`config.mk`:
```
export PLATFORM = sky130hd
export DESIGN_NAME = sw_txn_launcher
export DESIGN_NICKNAME = d
export VERILOG_FILES = /design/src/rtl/sw_txn_launcher.sv
export SDC_FILE = /design/constraint.sdc
export NUM_CORES = 1
export LEC_CHECK = 0
export ABC_AREA = 1
export CAP_MARGIN = 0
export CORE_MARGIN = 2
export CORE_UTILIZATION = 57
export DETAILED_ROUTE_END_ITERATION = 8
export GPL_TIMING_DRIVEN = 0
export PLACE_DENSITY = 0.81
export SYNTH_ARGS = -nofsm -noshare
export SYNTH_HDL_FRONTEND = slang
export SYNTH_SLANG_ARGS = --single-unit
```
`constraint.sdc`:
```
create_clock -name clk -period 2.7 [get_ports clk]
set_clock_uncertainty 0.05 [all_clocks]
set_input_delay 0.675 -clock clk [delete_from_list [all_inputs] [get_ports clk]]
set_output_delay 0.675 -clock clk [all_outputs]
set_load 0.01 [all_outputs]
```
`src/rtl/sw_txn_launcher.sv`:
```
// Button/switch front-end for the Bus-A master: synchronises and debounces the
// inputs, then issues one request per press and tracks completion or timeout.
module sw_txn_launcher #(
  parameter int ADDR_WIDTH      = 16,
  parameter int DATA_WIDTH      = 8,
  parameter int DEBOUNCE_CYCLES = 1000000,
  parameter int TIMEOUT_CYCLES  = 65535
) (
  input  logic                  clk,
  input  logic                  rstn,
  input  logic                  start,
  input  logic                  mode_sw,
  input  logic [1:0]            device_addr_sw,
  input  logic [5:0]            slave_mem_addr_sw,
  input  logic [DATA_WIDTH-1:0] m_write_data_sw,
  output logic [ADDR_WIDTH-1:0] maddr,
  output logic [DATA_WIDTH-1:0] mwdata,
  output logic                  wen,
  output logic                  mwvalid,
  input  logic                  mready,
  input  logic                  mrvalid,
  input  logic [DATA_WIDTH-1:0] mrdata,
  output logic [DATA_WIDTH-1:0] m_read_data,
  output logic                  busy,
  output logic                  done,
  output logic                  timeout_err
);
  localparam int SW  = 10 + DATA_WIDTH;
  localparam int DBW = (DEBOUNCE_CYCLES > 2) ? $clog2(DEBOUNCE_CYCLES) : 1;
  localparam int TOW = (TIMEOUT_CYCLES > 2) ? $clog2(TIMEOUT_CYCLES) : 1;
  localparam logic [DBW-1:0] DB_MAX = DBW'(DEBOUNCE_CYCLES - 1);
  localparam logic [TOW-1:0] TO_MAX = TOW'(TIMEOUT_CYCLES - 1);

  typedef enum logic [2:0] {S_IDLE, S_ARM, S_ISSUE, S_WAIT_ACC, S_WAIT_DONE} state_t;

  logic [SW-1:0]         r_sync1, r_sync2;
  logic [DBW-1:0]        r_db_cnt;
  logic                  r_db_lvl, r_db_prev;
  logic [TOW-1:0]        r_to_cnt;
  state_t                r_state;
  logic [ADDR_WIDTH-1:0] r_maddr;
  logic [DATA_WIDTH-1:0] r_mwdata, r_rdata;
  logic                  r_wen, r_mwvalid, r_busy, r_done, r_tmo;

  logic                  w_start_s, w_mode_s, w_press, w_to_hit;
  logic [1:0]            w_dev_s;
  logic [5:0]            w_mem_s;
  logic [DATA_WIDTH-1:0] w_wdata_s;
  logic [ADDR_WIDTH-1:0] w_addr;

  assign {w_start_s, w_mode_s, w_dev_s, w_mem_s, w_wdata_s} = r_sync2;
  assign w_press  = r_db_lvl & ~r_db_prev;
  assign w_to_hit = (r_to_cnt == TO_MAX);

  always_comb begin
    w_addr        = '0;
    w_addr[11:10] = w_dev_s;
    w_addr[5:0]   = w_mem_s;
  end

  // Counter only runs while the synchronised button disagrees with the accepted level.
  always_ff @(posedge clk) begin
    if (!rstn) begin
      r_sync1   <= '0;
      r_sync2   <= '0;
      r_db_cnt  <= '0;
      r_db_lvl  <= 1'b0;
      r_db_prev <= 1'b0;
    end else begin
      r_sync1   <= {start, mode_sw, device_addr_sw, slave_mem_addr_sw, m_write_data_sw};
      r_sync2   <= r_sync1;
      r_db_prev <= r_db_lvl;
      if (w_start_s != r_db_lvl) begin
        if (r_db_cnt == DB_MAX) begin
          r_db_lvl <= w_start_s;
          r_db_cnt <= '0;
        end else begin
          r_db_cnt <= r_db_cnt + DBW'(1);
        end
      end else begin
        r_db_cnt <= '0;
      end
    end
  end

  always_ff @(posedge clk) begin
    if (!rstn) begin
      r_state   <= S_IDLE;
      r_maddr   <= '0;
      r_mwdata  <= '0;
      r_wen     <= 1'b0;
      r_mwvalid <= 1'b0;
      r_rdata   <= '0;
      r_busy    <= 1'b0;
      r_done    <= 1'b0;
      r_tmo     <= 1'b0;
      r_to_cnt  <= '0;
    end else begin
      r_mwvalid <= 1'b0;
      if (r_state == S_WAIT_ACC || r_state == S_WAIT_DONE)
        r_to_cnt <= r_to_cnt + TOW'(1);
      case (r_state)
        S_IDLE: if (w_press) begin
          r_maddr  <= w_addr;
          r_mwdata <= w_wdata_s;
          r_wen    <= w_mode_s;
          r_done   <= 1'b0;
          r_tmo    <= 1'b0;
          r_busy   <= 1'b1;
          r_state  <= S_ARM;
        end
        S_ARM: if (mready) begin
          r_mwvalid <= 1'b1;
          r_state   <= S_ISSUE;
        end
        S_ISSUE: begin
          r_to_cnt <= '0;
          r_state  <= S_WAIT_ACC;
        end
        // Completion is checked before the timeout so a late response still counts.
        S_WAIT_ACC, S_WAIT_DONE: begin
          if (!r_wen && mrvalid) begin
            r_rdata <= mrdata;
            r_done  <= 1'b1;
            r_busy  <= 1'b0;
            r_state <= S_IDLE;
          end else if (r_wen && mready && r_state == S_WAIT_DONE) begin
            r_done  <= 1'b1;
            r_busy  <= 1'b0;
            r_state <= S_IDLE;
          end else if (w_to_hit) begin
            r_tmo   <= 1'b1;
            r_busy  <= 1'b0;
            r_state <= S_IDLE;
          end else if (r_state == S_WAIT_ACC && !mready) begin
            r_state <= S_WAIT_DONE;
          end
        end
        default: r_state <= S_IDLE;
      endcase
    end
  end

  assign maddr       = r_maddr;
  assign mwdata      = r_mwdata;
  assign wen         = r_wen;
  assign mwvalid     = r_mwvalid;
  assign m_read_data = r_rdata;
  assign busy        = r_busy;
  assign done        = r_done;
  assign timeout_err = r_tmo;
endmodule

```
=== Word level (Yosys, flattened, before mapping) ===
Cells that the tools add are included.

* Add/sub/neg operators: 2
* Multipliers: 0
* Divide/modulo/power cells: 0
* $lt $le $gt $ge: 0
* Equality and inequality tests: 15
* Shift operators: 0
* Multiplexer cells: 21
* Bitwise operators: 4
* Reductions and logical operators: 20

{| class="wikitable"
|+ Operator list
! operator !! count
|-
| adder 20 x 1 -> 20 bit (second input constant) || 1
|-
| == test 20 bit (second input constant) || 1
|-
| two-way mux 3 bit || 6
|-
| adder 16 x 1 -> 16 bit (second input constant) || 1
|-
| == test 16 bit (second input constant) || 1
|-
| case mux 3 bit (4 select lines) || 1
|-
| two-way mux 1 bit || 11
|-
| inequality test 2 bit (second input constant) || 5
|-
| AND reduction 3 bit || 3
|-
| AND reduction 2 bit || 4
|-
| == test 3 x 2 -> 1 bit (second input constant) || 2
|-
| case mux 1 bit (2 select lines) || 3
|-
| inequality test 5 bit (second input constant) || 1
|-
| AND reduction 5 bit || 1
|-
| logical AND 1 bit || 4
|-
| inequality test 4 bit (second input constant) || 1
|-
| OR reduction 2 bit || 2
|-
| == test 3 x 1 -> 1 bit (second input constant) || 1
|-
| == test 3 bit (second input constant) || 1
|-
| zero test 3 bit || 1
|-
| inequality test 3 bit (second input constant) || 1
|-
| NOT 1 bit || 3
|-
| OR reduction 3 bit || 1
|-
| zero test 1 bit || 2
|-
| other kinds (4) || 4
|}

* Register bits: 106
* Bits in latches: 0
* Bits in writable memories: 0
* Bits in read-only memories: 0
* Bits of input ports: 30
* Output and inout port bits: 37
* Logic and storage cells: 77
* Memories: 0

=== Logic depth before layout (Yosys ltp) ===
* Word-level depth: 7
* Gate-level depth with buffers: 10
* Mapped depth without buffers: 10

=== Least setup slack after synthesis ===
Ideal clock, no wire load.

* Path type: input to register
* Start point: input port rstn
* End point: register r_sync1[0]
* Library setup time: 0.057 ns
* Data arrival time: 1.496 ns
* Data required time: 2.593 ns
* Slack: 1.097 ns
* Cell stages on the path: 5
* Buffers on the path: 3
* Cell sequence: clkbuf_1 > clkbuf_1 > clkbuf_1 > nand2_1 > inv_1

{| class="wikitable"
|+ RTL lines
! what !! line !! text
|-
| start, declared || 10 || <nowiki>input logic rstn,</nowiki>
|-
| end signal, assigned || 70 || <nowiki>r_sync1 <= {start, mode_sw, device_addr_sw, slave_mem_addr_sw, m_write_data_sw};</nowiki>
|-
| end, declared || 36 || <nowiki>logic [SW-1:0] r_sync1, r_sync2;</nowiki>
|}

No word-level cell between the ends.

=== Worst setup path in the final report ===
* Start point: register r_wen, in the netlist wen
* End point: output port wen

{| class="wikitable"
|+ RTL lines
! what !! line !! text
|-
| start, declared || 43 || <nowiki>logic r_wen, r_mwvalid, r_busy, r_done, r_tmo;</nowiki>
|-
| start signal, assigned || 106 || <nowiki>r_wen <= w_mode_s;</nowiki>
|-
| end, declared || 18 || <nowiki>output logic wen,</nowiki>
|}

No word-level cell between the ends.

==> impl_metrics.py <==
metrics = {
    "timing": {
        "fin_crit_ps": 2010,
        "tns_ps": 0,
        "worst_slack_ps": 685,
        "hold_viol": 0,
        "finalCritPeriodShare_pct": 74.6,
        "drv_slew": 0,
        "max_freq_mhz": 496,
        "grt_setup_unrepaired": "false",
        "setup_viol_count_final": 0,
    },
    "run": {
        "cap_violations": 0,
    },
    "setup_path": {
        "crit_path_max_fanout": 3,
        "crit_path_max_incr_delay_ps": 560,
        "critPathLaunch": "wen$_SDFFE_PN0P_",
        "crit_family": "buffers and inverters",
        "worstReg2RegEnd": "r_db_cnt[13]$_SDFF_PP0_",
        "crit_required_ps": 1980,
        "cp-start-kind": "flop",
        "worst-path-buf-inv": 1,
        "crit_arrival_ps": 1290,
        "cp.depth": 1,
        "crit_chain": "clkdlybuf4s50_1",
        "cp-endpoint": "wen",
        "reg2regPathDepth": 9,
        "reg2reg_from": "r_db_cnt[0]$_SDFF_PP0_",
        "worstSetupPathType": "flop to output port",
        "endpoint_kind": "output port",
        "cp_slowest_cell": "clkdlybuf4s50_1",
        "r2r_slack_ps": 1030,
    },
    "route": {
        "first_iter_violations": 135,
        "postRouteAntennaNets": 0,
        "drc_errors": 0,
        "routedWlPerCell_um": 10.5,
        "wl_um": 7630,
        "firstDrtPassIters": 5,
        "vias": 3371,
        "avgViaCountPerCell": 4.65,
    },
    "placement": {
        "port_buffers": 57,
        "hpwl_um": 5520,
        "dp_slack_ps": 538,
        "routabilityCongestion": 0.880,
    },
    "clock_network": {
        "worstSkewPairLatency_ps": 370,
        "cts_buffers": 9,
        "cts_resized": 0,
        "hold_buffers": 0,
        "clk_pin_slew_worst_paths_ps": 100,
        "clkSinkCount": 106,
        "post_cts.repair.setup_buffers": 0,
        "root_buffer": "clkbuf_8",
        "htreeDepth": 3,
        "cts_tree": "yes",
        "cts.path.max_buffers": 2,
    },
    "synth": {
        "ys_top_cells_by_count": "nand2_1 (110), dfxtp_1 (106), nor2_1 (104), inv_1 (76), o21ai_0 (33)",
        "synthCells": 546,
        "synth_seq_area_share_pct": 50.9,
        "yosys.area.top_type": "dfxtp_1",
        "synth_area_um2": 4170,
        "syn_area_per_cell_um2": 7.63,
        "synth_warnings": 0,
        "synth_edf_count": 0,
        "ys_ff_latch": 106,
        "post-synth-top-count-cell": "nand2_1",
        "async_flop_share_pct": 0,
        "yosys_most_used_dff": "dfxtp_1",
        "synth_cell_types": 32,
        "synthTopCellsByArea": "dfxtp_1 (51%), nand2_1 (9.9%), nor2_1 (9.4%), inv_1 (6.8%), o21ai_0 (4.0%)",
        "yosysTopAreaCellShare_pct": 50.9,
    },
    "pwr": {
        "power_density_nw_per_um2": 866,
        "ir_drop_uv": 603,
        "total_power_mw": 4.43,
        "p_leak_nw": 2.35,
    },
    "floorplan": {
        "rows": 31,
        "dieArea_um2": 8010,
        "io_pins": 67,
        "design.core.area_um2": 7180,
        "dieHeight_um": 89.5,
        "start_util_pct": 58.1,
        "die_w_um": 89.5,
    },
    "layout": {
        "synthToLayoutAreaGrowth_pct": 22.6,
        "antenna_cells": 0,
        "final_layout_size_suffix_gt1_share_pct": 7.99,
        "nets": 654,
        "n_fill_cell": 561,
    },
    "global_routing": {
        "overflow": 0,
        "grt_pass1_wl_um": 12700,
        "grt_antenna_before_repair": 0,
        "grtUsageTotal_pct": 20.3,
        "grt_max_degree": 19,
        "grt_pass1_vias": 2997,
    },
    "min_path": {
        "holdCritPathClass": "flop to flop",
    },
    "status": {
        "status": "finished, final reports clean",
    },
}
[per-layer routing]
layer / track usage, % / wire length (um) / up-vias / share of wire, %
met1: 25.1 / 3450 / 1488 / 45
met4: 5.97 / 85 / 0 / 1.1
li1: - / - / 1803 / -
met2: 34.1 / 3650 / 72 / 48
met5: 0 / 0 / - / 0
met3: 6.19 / 439 / 8 / 5.8
[state kept, by name, indices dropped and copies added (netlist names), 3 cells and up]
signal / flops
r_to_cnt: 16
mwdata: 8
r_state: 3
r_db_cnt: 20
r_sync2: 18
r_sync1: 18
maddr: 8
m_read_data: 8
[area by class of cell]
cell class / instances / area, um^2 / share of cell area (%)
Sequential cell: 106 / 2120 / 41.5
Multi-Input combinational cell: 347 / 1640 / 32.2
Timing Repair Buffer: 57 / 571 / 11.2
Inverter: 79 / 297 / 5.80
Buffer: 21 / 130 / 2.55
Clock buffer: 9 / 124 / 2.42
Tap cell: 99 / 124 / 2.42
Clock inverter: 7 / 98.8 / 1.93
[how the worst min path moves through the flow]
stage                                   to  depth (start not counted)                    from
floorplan            r_sync2[0]$_SDFF_PN0_                          2   r_sync1[0]$_SDFF_PN0_
global placement    r_sync2[14]$_SDFF_PN0_                          2  r_sync1[14]$_SDFF_PN0_
detailed placement  r_sync2[11]$_SDFF_PN0_                          2  r_sync1[11]$_SDFF_PN0_
CTS                  r_sync2[3]$_SDFF_PN0_                          2   r_sync1[3]$_SDFF_PN0_
global route         r_sync2[8]$_SDFF_PN0_                          2   r_sync1[8]$_SDFF_PN0_
finish               r_sync2[3]$_SDFF_PN0_                          2   r_sync1[3]$_SDFF_PN0_
[stage by stage]
stage | hold slack [ps] | instance area, um^2 | utilization, % | cells
final | 369 | 5110 | 71.2 | 725
after detailed placement | 349 | 4890 | 68.1 | 709
after global routing | 400 | 5110 | 71.2 | 725
after CTS | 367 | 5110 | 71.2 | 725
after global placement | 342 | 4890 | 68.1 | 709
after floorplan | 340 | 4190 | - | 553
[placed cells by master (no fill, tap or decap), types with 2 or more instances in the layout]
cell type,n
nand2_1,110
dfxtp_1,106
nor2_1,104
inv_1,76
clkdlybuf4s50_1,57
o21ai_0,33
a21oi_1,20
nor3_1,12
nand3_1,10
xor2_1,9
buf_4,9
clkbuf_8,9
conb_1,8
clkbuf_1,7
nand4_1,7
nor2_4,6
xnor2_1,5
nand2_4,3
inv_2,3
or2_0,3
or2_2,3
ha_1,3
nor2_2,2
nand3_2,2
buf_2,2
buf_6,2
bufinv_16,2
clkinv_2,2
inv_6,2
[report_power, final]
| part | leakage [nW] | total [mW] | switching, mW | internal (mW) |
|---|---|---|---|---|
| combinational | 1.36 | 1.44 | 0.805 | 0.633 |
| sequential | 0.867 | 1.92 | 0.134 | 1.79 |
| clock | 0.116 | 1.07 | 0.537 | 0.532 |
| total | 2.35 | 4.43 | 1.48 | 2.95 |
[logic make-up (layout without fill, tap and decap cells)]
family / count (synthesis) / in the layout / synth area share (%)
AO/OA/AOI/OAI: 57 / 57 / 7.00
XOR/XNOR: 14 / 14 / 2.94
adder cells (fa/ha/maj): 3 / 3 / 0.901
buffers and inverters: 100 / 173 / 10.2
flip-flops: 106 / 106 / 50.9
other: 1 / 8 / 0.0900
AND/OR/NAND/NOR: 265 / 265 / 27.9
Note: power is estimated with default switching activity, not from simulation.
